--- config.mk ---
export PLATFORM = sky130hd
export DESIGN_NAME = lsu_dual_arbiter
export DESIGN_NICKNAME = d
export VERILOG_FILES = /design/src/rtl/lsu_dual_arbiter.sv
export SDC_FILE = /design/constraint.sdc
export NUM_CORES = 1
export LEC_CHECK = 0
export ABC_AREA = 1
export CAP_MARGIN = 20
export CORE_AREA = 2 2 121 123
export CTS_CLUSTER_SIZE = 30
export DETAILED_ROUTE_END_ITERATION = 8
export DIE_AREA = 0 0 123 125
export PLACE_DENSITY = 0.78
export SETUP_SLACK_MARGIN = 0.15
export SLEW_MARGIN = 10
export SYNTH_ARGS = -nofsm -noshare
export SYNTH_HDL_FRONTEND = slang
export SYNTH_SLANG_ARGS = --single-unit
--- constraint.sdc ---
create_clock -name clock_i -period 4.2 [get_ports clock_i]
set_clock_uncertainty 0.15 [all_clocks]
set_input_delay 1.26 -clock clock_i [delete_from_list [all_inputs] [get_ports clock_i]]
set_output_delay 1.26 -clock clock_i [all_outputs]
set_load 0.02 [all_outputs]
--- src/rtl/lsu_dual_arbiter.sv ---
// lsu_dual_arbiter: serialises the two LSU lanes of a dual-issue bundle onto one data-memory port.
// Optional feature macro LSU_ARB_PERF_EN adds stall-cycle and dual-bundle performance counters.
module lsu_dual_arbiter #(
    parameter int ADDR_W         = 32,
    parameter bit MISALIGN_CHECK = 1'b1
) (
    input  logic              clock_i,
    input  logic              reset_n_i,
    input  logic              advance_i,
    input  logic              req_0_i,
    input  logic              req_1_i,
    input  logic              we_0_i,
    input  logic              we_1_i,
    input  logic [2:0]        funct3_0_i,
    input  logic [2:0]        funct3_1_i,
    input  logic [ADDR_W-1:0] addr_0_i,
    input  logic [ADDR_W-1:0] addr_1_i,
    input  logic [31:0]       wdata_0_i,
    input  logic [31:0]       wdata_1_i,
    output logic              mem_stall_o,
    output logic              dmem_req_o,
    output logic              dmem_we_o,
    output logic [ADDR_W-1:0] dmem_addr_o,
    output logic [31:0]       dmem_wdata_o,
    output logic [3:0]        dmem_be_o,
    input  logic              dmem_ack_i,
    input  logic [31:0]       dmem_rdata_i,
    output logic [31:0]       ld_data_0_o,
    output logic [31:0]       ld_data_1_o,
    output logic              misalign_0_o,
    output logic              misalign_1_o,
    output logic [1:0]        state_o
`ifdef LSU_ARB_PERF_EN
    ,
    output logic [31:0]       perf_stall_cyc_o,
    output logic [31:0]       perf_dual_o
`endif
);

    typedef enum logic [1:0] {
        IDLE = 2'd0,
        L0   = 2'd1,
        L1   = 2'd2,
        DONE = 2'd3
    } state_t;

    state_t            state;
    state_t            next_state;

    logic              in_lane;
    logic              lane_sel;
    logic              act_we;
    logic [2:0]        act_f3;
    logic [ADDR_W-1:0] act_addr;
    logic [31:0]       act_wdata;
    logic              act_mis;
    logic              issue;
    logic              step;
    logic              bundle_start;
    logic [31:0]       load_value;

    function automatic logic is_misaligned(input logic [2:0] f3, input logic [1:0] a);
        logic mis;
        case (f3[1:0])
            2'b00:   mis = 1'b0;
            2'b01:   mis = a[0];
            default: mis = (a != 2'b00);
        endcase
        return mis;
    endfunction

    function automatic logic [3:0] store_be(input logic [2:0] f3, input logic [1:0] a);
        logic [3:0] be;
        case (f3[1:0])
            2'b00:   be = 4'b0001 << a;
            2'b01:   be = 4'b0011 << a;
            default: be = 4'b1111;
        endcase
        return be;
    endfunction

    function automatic logic [31:0] store_data(input logic [2:0] f3, input logic [31:0] wd);
        logic [31:0] d;
        case (f3[1:0])
            2'b00:   d = {4{wd[7:0]}};
            2'b01:   d = {2{wd[15:0]}};
            default: d = wd;
        endcase
        return d;
    endfunction

    function automatic logic [31:0] load_extract(input logic [2:0] f3, input logic [1:0] a,
                                                 input logic [31:0] rd);
        logic [7:0]  b;
        logic [15:0] h;
        logic [31:0] v;
        case (a)
            2'd0:    b = rd[7:0];
            2'd1:    b = rd[15:8];
            2'd2:    b = rd[23:16];
            default: b = rd[31:24];
        endcase
        h = a[1] ? rd[31:16] : rd[15:0];
        case (f3)
            3'b000:  v = {{24{b[7]}}, b};
            3'b001:  v = {{16{h[15]}}, h};
            3'b100:  v = {24'd0, b};
            3'b101:  v = {16'd0, h};
            default: v = rd;
        endcase
        return v;
    endfunction

    // The lane being serviced is selected purely by state; inputs are held by the pipeline.
    always_comb begin
        in_lane   = 1'b0;
        lane_sel  = 1'b0;
        act_we    = 1'b0;
        act_f3    = 3'd0;
        act_addr  = '0;
        act_wdata = 32'd0;
        case (state)
            L0: begin
                in_lane   = 1'b1;
                act_we    = we_0_i;
                act_f3    = funct3_0_i;
                act_addr  = addr_0_i;
                act_wdata = wdata_0_i;
            end
            L1: begin
                in_lane   = 1'b1;
                lane_sel  = 1'b1;
                act_we    = we_1_i;
                act_f3    = funct3_1_i;
                act_addr  = addr_1_i;
                act_wdata = wdata_1_i;
            end
            default: ;
        endcase
    end

    assign act_mis      = in_lane && MISALIGN_CHECK && is_misaligned(act_f3, act_addr[1:0]);
    assign issue        = in_lane && !act_mis;
    assign step         = in_lane && (act_mis || dmem_ack_i);
    assign bundle_start = (state == IDLE) && (req_0_i || req_1_i);
    assign load_value   = load_extract(act_f3, act_addr[1:0], dmem_rdata_i);

    always_comb begin
        next_state = state;
        case (state)
            IDLE: begin
                if (req_0_i)      next_state = L0;
                else if (req_1_i) next_state = L1;
            end
            L0:   if (step) next_state = req_1_i ? L1 : DONE;
            L1:   if (step) next_state = DONE;
            DONE: if (advance_i) next_state = IDLE;
            default: next_state = IDLE;
        endcase
    end

    // Memory handshake: dmem_req_o with stable addr/we/be/wdata is held until dmem_ack_i is
    // seen high on a rising clock edge; that edge completes the access and dmem_rdata_i is valid.
    always_comb begin
        mem_stall_o  = reset_n_i && (in_lane || bundle_start);
        dmem_req_o   = issue;
        dmem_we_o    = issue && act_we;
        dmem_addr_o  = issue ? {act_addr[ADDR_W-1:2], 2'b00} : '0;
        dmem_be_o    = (issue && act_we) ? store_be(act_f3, act_addr[1:0]) : 4'd0;
        dmem_wdata_o = (issue && act_we) ? store_data(act_f3, act_wdata) : 32'd0;
        state_o      = state;
    end

    always_ff @(posedge clock_i or negedge reset_n_i) begin
        if (!reset_n_i) begin
            state        <= IDLE;
            ld_data_0_o  <= 32'd0;
            ld_data_1_o  <= 32'd0;
            misalign_0_o <= 1'b0;
            misalign_1_o <= 1'b0;
        end else begin
            state <= next_state;
            if (bundle_start) begin
                misalign_0_o <= 1'b0;
                misalign_1_o <= 1'b0;
            end
            // A skipped lane reports zero load data so a stale value is never forwarded.
            if (step) begin
                if (act_mis) begin
                    if (lane_sel) begin
                        misalign_1_o <= 1'b1;
                        ld_data_1_o  <= 32'd0;
                    end else begin
                        misalign_0_o <= 1'b1;
                        ld_data_0_o  <= 32'd0;
                    end
                end else if (!act_we) begin
                    if (lane_sel) ld_data_1_o <= load_value;
                    else          ld_data_0_o <= load_value;
                end
            end
        end
    end

`ifdef LSU_ARB_PERF_EN
    always_ff @(posedge clock_i or negedge reset_n_i) begin
        if (!reset_n_i) begin
            perf_stall_cyc_o <= 32'd0;
            perf_dual_o      <= 32'd0;
        end else begin
            if (mem_stall_o)
                perf_stall_cyc_o <= perf_stall_cyc_o + 32'd1;
            if ((state == IDLE) && req_0_i && req_1_i)
                perf_dual_o <= perf_dual_o + 32'd1;
        end
    end
`endif

endmodule

---- After elaboration in Yosys (flattened, before gate mapping) ----
Index checks and enable logic that the tools add are counted.
word-level totals
  flip-flop bits (word level) ............. 68
  input port bits ......................... 174
  output and inout bits ................... 139
  logic and storage cells ................. 82
operators by class
  eq/ne operators ......................... 17
  shift-type cells ........................ 2
  mux-type cells .......................... 38
  reductions and logical operators ........ 20
operators with widths
  operator                                               count
  2-to-1 mux 32 bit                                      10
  case mux 32 bit (2 select lines)                       3
  case mux 32 bit (4 select lines)                       1
  case mux 8 bit (3 select lines)                        1
  2-to-1 mux 16 bit                                      1
  AND reduction 4 bit                                    3
  2-to-1 mux 1 bit                                       11
  2-to-1 mux 2 bit                                       5
  inequality test 2 bit, second input constant           5
  case mux 2 bit (4 select lines)                        1
  case mux 4 bit (2 select lines)                        1
  equality test 2 x 1 -> 1 bit, second input constant    3
  equality test 2 bit, second input constant             3
  equality test 3 bit, second input constant             2
  logical AND 1 bit                                      6
  zero test 2 bit                                        3
  case mux 3 bit (2 select lines)                        1
  2-to-1 mux 4 bit                                       1
  inequality test 2 x 1 -> 1 bit, second input constant  2
  case mux 1 bit (2 select lines)                        2
  nonzero test 2 bit                                     2
  left shift 1 x 2 -> 4 bit, first input constant        1
  left shift 2 x 2 -> 4 bit, first input constant        1
  equality test 3 x 1 -> 1 bit, second input constant    1
  5 further kinds                                        7

---- Depth between registers and ports, before layout ----
Gate-level depths: netlist (run 1).
  depth after elaboration ................. 9
  mapped depth ............................ 15
  gate-level depth less buffers ........... 13

---- Least setup slack after synthesis (run 1) ----
OpenSTA, ideal clock, no wires.
  path type ............................... input port to output port
  from .................................... input port addr_1_i[1]
  to ...................................... output port dmem_wdata_o[15]
  arrival time ............................ 2.542 ns
  required time ........................... 2.790 ns
  setup slack ............................. 0.248 ns
  stages on the path ...................... 11
  path buffers ............................ 0
  cell sequence ........................... nand2_2 > nand2_4 > nand2_4 > nand2_2 > nand2_2 > nand2_2 > nor2_4 > nand2_2 > inv_2 > o21ai_1 > nor2_1
between the ends
  longest elaborated chain between the ends .. 8
RTL lines
  what                              RTL line  RTL
  start, declared                   17        input logic [ADDR_W-1:0] addr_1_i,
  case mux 32 bit (2 select lines)  122       case (state)
  nonzero test 2 bit                67        default: mis = (a != 2'b00);
  case mux 1 bit (2 select lines)   64        case (f3[1:0])
  logical AND 1 bit                 142       assign act_mis = in_lane && MISALIGN_CHECK && is_misaligned(act_f3, act_addr[1:0]);
  zero test 1 bit                   143       assign issue = in_lane && !act_mis;
  logical AND 1 bit                 143
  via dmem_req_o                    21        output logic dmem_req_o,
  logical AND 1 bit                 --
  via dmem_we_o                     22        output logic dmem_we_o,
  2-to-1 mux 32 bit                 170       dmem_wdata_o = (issue && act_we) ? store_data(act_f3, act_wdata) : 32'd0;
  end, declared                     24        output logic [31:0] dmem_wdata_o,
The timed path passes the listed nets, and every way through them passes these cells.

---- Worst setup path after layout (run 1) ----
  from .................................... input port funct3_1_i[1]
  to ...................................... output port dmem_wdata_o[9]
between the ends
  longest elaborated chain between the ends .. 8
RTL lines
  what                                                             RTL line  RTL
  start, declared                                                  15        input logic [2:0] funct3_1_i,
  case mux 3 bit (2 select lines) (*)                              122
  equality test 2 x 1 -> 1 bit or zero test 2 bit (tied branches)  64, 84
  case mux 1 bit (2 select lines)                                  64
  logical AND 1 bit                                                142
  zero test 1 bit                                                  143
  logical AND 1 bit                                                143
  logical AND 1 bit                                                170
  2-to-1 mux 32 bit (*)                                            170
Every way passes the cells marked *; elsewhere a longest branch is shown, timed or not.

==> flow_metrics.tcl, run 1 <==
set metrics [dict create \
    outcome "complete, no violations" \
    synth_area_mm2 0.00500 \
    timing.fmax_mhz 249 \
    final_antenna_net_count 0 \
    power_density_mw_per_mm2 818 \
    ys_types 35 \
    cts-root-buf "clkbuf_16" \
    ir_drop_mv 0.438 \
    coreArea_mm2 0.0142 \
    wire_per_inst_um 17.6 \
    wl_um 22000 \
    total_leakage_power_nw 4.30 \
    grt.total_usage_pct 28.1 \
    cap_violations 0 \
    nFillCells 1241 \
    grt_max_degree 69 \
    dpl.hpwl_um 16300 \
    swShare_pct 48.9 \
    crit_path_start_kind "primary input" \
    cts_buffers 9 \
    p_clk_share_pct 13.4 \
    clk_path_buf_depth 2 \
    first_global_vias 6535 \
    hp-class "reg -> reg" \
    slew_headroom_pct 44.8 \
    diodes 0 \
    critPathArrivalTime_ns 2.61 \
    path_class "in -> out" \
    synthCells 718 \
    synth_seq_area_share_pct 34.0 \
    final_core_util_pct 64.3 \
    area_growth_pct 82.6 \
    maxSlewViolCount 0 \
    hold_viol 0 \
    power.switching_mw 3.65 \
    grt_pass1_wl_um 33900 \
    dieWidth_um 123 \
    post-place-cells 1206 \
    path_clk_slew_ns 0.06 \
    final_layout_size_suffix_gt1_share_pct 23.7 \
    cp.required_ns 2.79 \
    htreeDepth 3 \
    syn_area_per_cell_um2 6.97 \
    drc_errors 0 \
    final_nets 1241 \
    seq_power_share_pct 15.1 \
    std_cell_rows 44 \
    yosys_warnings 0 \
    drt_pass1_iterations 5 \
    antenna_found_initial 0 \
    die_h_um 125 \
    worst_pin_slew_ns 0.828 \
    finalNonFillerCells 1251 \
    cts.sinks 68 \
    rsz0062_at_grt "yes" \
    vias_per_cell 5.34 \
    hold_buffers 0 \
    die_area_mm2 0.0154 \
    place.gp.congestion 0.932 \
    port_buffers 310 \
    clock_latency_ns 0.34 \
    fin_crit_ns 4.02 \
    end_kind "output pin" \
    cts_tree "yes" \
    setup_violations 0 \
    period_share_pct 95.8 \
    grt_overflow 0 \
    synth_seq_cells 68 \
    initial_utilization_pct 35.2 \
    num_io_pins 313 \
    path_max_fanout 7 \
    vias 6685 \
    drtIter0Drc 363 \
    p_int_mw 3.82 \
    pwr-share-comb_pct 71.5 \
]
## synthesized netlist by cell type (all sizes together)
| library cell | instances | share of area (%) |
|---|---|---|
| nand4 | 35 | 4.4 |
| or2 | 3 | 0.38 |
| dfrtp | 68 | 34 |
| o21a | 2 | 0.30 |
| clkbuf | 14 | 1.1 |
| a21boi | 1 | 0.15 |
| o211ai | 8 | 1.2 |
| a31oi | 13 | 1.6 |
| nor2 | 55 | 4.6 |
| mux2i | 1 | 0.20 |
| ha | 5 | 1.3 |
| nand3 | 34 | 4.0 |
| o21ai | 37 | 3.8 |
| a21oi | 55 | 5.6 |
| a22o | 24 | 4.2 |
| conb | 1 | 0.075 |
| inv | 42 | 3.2 |
| nor3 | 9 | 1.0 |
| buf | 43 | 5.8 |
| nand2 | 251 | 20 |
| a221oi | 8 | 1.4 |
| a22oi | 9 | 1.4 |
## through the flow
step	total power [mW]	instance area [um2]	hold WS (ns)	worst slack [ns]	setup TNS [ns]
after floorplan	4.08	5000	0.435	0.248	0
after global routing	7.97	9130	0.352	0.0965	0
after detailed placement	6.07	8430	0.315	-0.606	-34.89
after global placement	6.01	8430	0.311	-0.613	-33.03
final	7.47	9130	0.332	0.178	0
after CTS	7.32	8990	0.331	0.0947	0
## power groups by stage
stage / clock network [mW] / registers, mW / logic [mW]
final: 1.00 / 1.13 / 5.34
after floorplan: 0 / 1.45 / 2.63
after global placement: 0 / 1.13 / 4.88
after detailed placement: 0 / 1.13 / 4.94
after CTS: 1.00 / 1.13 / 5.18
after global routing: 1.03 / 1.16 / 5.78
## placed cells by master (no fill, tap or decap), types with 13 or more instances in the layout
| master | netlist | routed |
|---|---|---|
| nand3_1 | 31 | 30 |
| a31oi_1 | 13 | 13 |
| nand2_1 | 232 | 217 |
| o21ai_0 | 32 | 20 |
| a21oi_1 | 54 | 49 |
| a22o_1 | 24 | 24 |
| nand4_1 | 35 | 35 |
| buf_2 | 26 | 30 |
| clkdlybuf4s50_1 | 0 | 232 |
| dfrtp_1 | 68 | 68 |
| nand2_4 | 7 | 17 |
| inv_1 | 36 | 35 |
| nand2_2 | 12 | 14 |
| buf_4 | 4 | 100 |
| nor2_1 | 52 | 40 |
## kinds of logic after synthesis
group                      after synthesis  synth area share [%]
adders and majority gates                5                  1.25
and+or+nand+nor                        387                  34.8
buffers and inverters                   99                  10.0
AOI/OAI and AO/OA                      157                  19.6
muxes                                    1                 0.200
other                                    1                0.0750
DFF                                     68                  34.0
## layout make-up
class	instances	area [um2]	share of cell area (%)
Clock buffer	10	239	2.62
Timing Repair inverter	1	6.26	0.0685
Multi-Input combinational cell	552	3060	33.5
Timing Repair Buffer	388	3570	39.0
Tap cell	184	230	2.52
Clock inverter	6	159	1.74
Sequential cell	68	1700	18.6
Inverter	42	170	1.86
## registers in the layout (all words and copies together), names as in the netlist
name / count
ld_data_0_o: 32
ld_data_1_o: 32
state_o: 2
misalign_0_o: 1
misalign_1_o: 1
## path summary, 6_finish.rpt
path	start	end	slack (ns)	depth (start not counted)
setup / recovery	funct3_1_i[1]	dmem_wdata_o[9]	0.18	12
hold / removal	ld_data_1_o[12]$_DFFE_PN0P_	ld_data_1_o[12]$_DFFE_PN0P_	0.33	2
setup reg to reg	state_o[0]$_DFFE_PN0P_	ld_data_1_o[0]$_DFFE_PN0P_	0.35	22
hold reg to reg	ld_data_1_o[12]$_DFFE_PN0P_	ld_data_1_o[12]$_DFFE_PN0P_	0.33	2
max in group asynchronous	reset_n_i	ld_data_0_o[7]$_DFFE_PN0P_	2.33	2
min in group asynchronous	reset_n_i	ld_data_1_o[19]$_DFFE_PN0P_	1.02	2
## timing repair
item                                    4_1_cts  5_1_grt
hold endpoints to repair                      0        0
gates resized for setup                     381       54
buffers inserted                             22        3
gates cloned                                  4        0
endpoints found under the setup margin       69       82
pin swaps                                    15       15
## worst max-delay path, stage by stage
cell	delay, ns
buf_2	0.10
nand2_2	0.07
nand2_4	0.08
nand2_4	0.09
inv_4	0.05
nand2_4	0.07
nand2_4	0.06
nor2_4	0.18
nand2_8	0.14
buf_12	0.17
nor3_4	0.19
buf_6	0.14
## layer usage
metal	share of wire (%)	vias to the layer above	wire [um]	GRT usage, %
met2	53	343	11800	51.8
li1	-	3114	-	-
met3	7.4	56	1630	5.52
met1	36	3172	7830	31.2
met5	0	-	0	0
met4	3.5	0	770	11.0
Note: power is estimated with default switching activity, not from simulation.
==> inputs of run 2 (changes only) <==
PLACE_DENSITY = 0.82   (was 0.78)
==> flow_metrics.tcl, run 2 (synthesis results as in run 1) <==
set metrics [dict create \
    finalNonFillerCells 1277 \
    p_total_mw 7.48 \
    coreArea_mm2 0.0142 \
    path_max_fanout 11 \
    die_h_um 125 \
    place.gp.congestion 0.934 \
    drtIter0Drc 712 \
    clock_latency_ns 0.34 \
    cts.sinks 68 \
    vias 6854 \
    wire_per_inst_um 18.5 \
    vias_per_cell 5.37 \
    hold_viol 0 \
    hp-class "reg -> reg" \
    ir_drop_mv 0.532 \
    cts_tree "yes" \
    clk_path_buf_depth 2 \
    critPathCapture "dmem_wdata_o[29]" \
    wl_um 23600 \
    diodes 0 \
    path_clk_slew_ns 0.05 \
    startpoint "funct3_1_i[1]" \
    cts_buffers 9 \
    area_growth_pct 85.3 \
    final_antenna_net_count 0 \
    period_share_pct 95.6 \
    grt.total_usage_pct 29.7 \
    final_nets 1267 \
    timing.fmax_mhz 249 \
    slew_headroom_pct 54.3 \
    std_cell_rows 44 \
    most-common-layout-cells "230 x clkdlybuf4s50_1, 220 x nand2_1, 112 x buf_4" \
    cts-root-buf "clkbuf_16" \
    dieWidth_um 123 \
    setup_violations 0 \
    slowest_stage "a221oi_1" \
    path_class "in -> out" \
    htreeDepth 3 \
    post-place-cells 1217 \
    reg2reg_to "ld_data_0_o[2]$_DFFE_PN0P_" \
    rsz0062_at_grt "yes" \
    critPathArrivalTime_ns 2.61 \
    antenna_found_initial 0 \
    grt_max_degree 48 \
    drt_pass1_iterations 7 \
    hold_buffers 0 \
    cap_violations 0 \
    reg2reg_slack_ns 0.28 \
    critPathMostFrequentCell "buf_4" \
    crit_path_start_kind "primary input" \
    critPathMaxStageDelay_ns 0.29 \
    drc_errors 0 \
    total_leakage_power_nw 4.41 \
    die_area_mm2 0.0154 \
    outcome "complete, no violations" \
    grt_pass1_wl_um 35400 \
    worst_r2r_path_depth 23 \
    power_density_mw_per_mm2 807 \
    final_common_cell "clkdlybuf4s50_1" \
    worst_pin_slew_ns 0.684 \
    dpl.hpwl_um 16900 \
    port_buffers 310 \
    final_layout_size_suffix_gt1_share_pct 25.2 \
    end_kind "output pin" \
    crit_path_cell_trace "buf_6, nand2_2, nand2_4, nand2_4, buf_4, buf_4, buf_4, a221oi_1, nor2_2, buf_6" \
    first_global_vias 6672 \
    fin_crit_ns 4.02 \
    r2r_start "state_o[1]$_DFFE_PN0P_" \
    num_io_pins 313 \
    grt_overflow 0 \
    cp.required_ns 2.79 \
    maxSlewViolCount 0 \
    initial_utilization_pct 35.2 \
]
==> run 2: cell count changes in the layout (fill, tap and decap cells not counted), moves of 3 or more <==
cell	change
clkbuf_2	-4
a221oi_2	+4
bufinv_16	-3
clkinv_2	+3
nor2_1	+7
nor2_2	-7
buf_4	+12
buf_2	+11
nand2_2	-3
clkdlybuf4s15_2	+8
nand2_1	+3
a221oi_1	-5
a21oi_1	-3
==> run 2: timing repair <==
item                                    4_1_cts  5_1_grt
setup buffers                                33       10
pin swaps                                    11       16
gates resized for setup                     314       79
endpoints found under the setup margin       69       81
cloned                                        1        0
==> run 2: area by class of cell <==
| type | count | area (um2) |
|---|---|---|
| Fill cell | 1157 | 4930 |
| Timing Repair Buffer | 415 | 3760 |
| Multi-Input combinational cell | 552 | 3090 |
| Sequential cell | 68 | 1700 |
| Clock buffer | 11 | 243 |
| Tap cell | 184 | 230 |
| Inverter | 42 | 163 |
| Clock inverter | 5 | 75.1 |
==> run 2: worst min-delay path by stage <==
stage,depth (start not counted),startpoint,to
finish,2,ld_data_0_o[10]$_DFFE_PN0P_,ld_data_0_o[10]$_DFFE_PN0P_
CTS,2,ld_data_1_o[20]$_DFFE_PN0P_,ld_data_1_o[20]$_DFFE_PN0P_
global placement,2,ld_data_1_o[20]$_DFFE_PN0P_,ld_data_1_o[20]$_DFFE_PN0P_
global route,2,ld_data_0_o[10]$_DFFE_PN0P_,ld_data_0_o[10]$_DFFE_PN0P_
floorplan,2,ld_data_0_o[6]$_DFFE_PN0P_,ld_data_0_o[6]$_DFFE_PN0P_
detailed placement,2,ld_data_1_o[20]$_DFFE_PN0P_,ld_data_1_o[20]$_DFFE_PN0P_
==> run 2: power by group <==
group / internal (mW) / switching [mW]
combinational: 2.24 / 3.29
clock: 0.532 / 0.277
sequential: 0.955 / 0.184
==> run 2: metal layers <==
| metal | share of wire, % | vias up | track usage, % |
|---|---|---|---|
| li1 | - | 3157 | - |
| met5 | 0 | - | 0 |
| met4 | 4.7 | 0 | 13.1 |
| met2 | 53 | 399 | 55.8 |
| met1 | 35 | 3215 | 32.7 |
| met3 | 7.0 | 83 | 3.97 |
==> run 2: worst max-delay path, delay by kind of cell <==
family | cells | cell delay, ns
buffers and inverters | 5 | 0.70
and+or+nand+nor | 4 | 0.35
AOI/OAI and AO/OA | 1 | 0.29
==> run 2: stage by stage <==
stage / hold slack, ns / setup WS (ns) / utilization (%) / area (um2) / TNS [ns]
CTS: 0.331 / 0.131 / 63.4 / 9000 / 0
global route: 0.342 / 0.101 / 65.3 / 9270 / 0
global placement: 0.311 / -0.680 / 59.9 / 8510 / -30.51
floorplan: 0.435 / 0.248 / - / 5000 / 0
finish: 0.329 / 0.183 / 65.3 / 9270 / 0
detailed placement: 0.316 / -0.655 / 59.9 / 8510 / -32.32
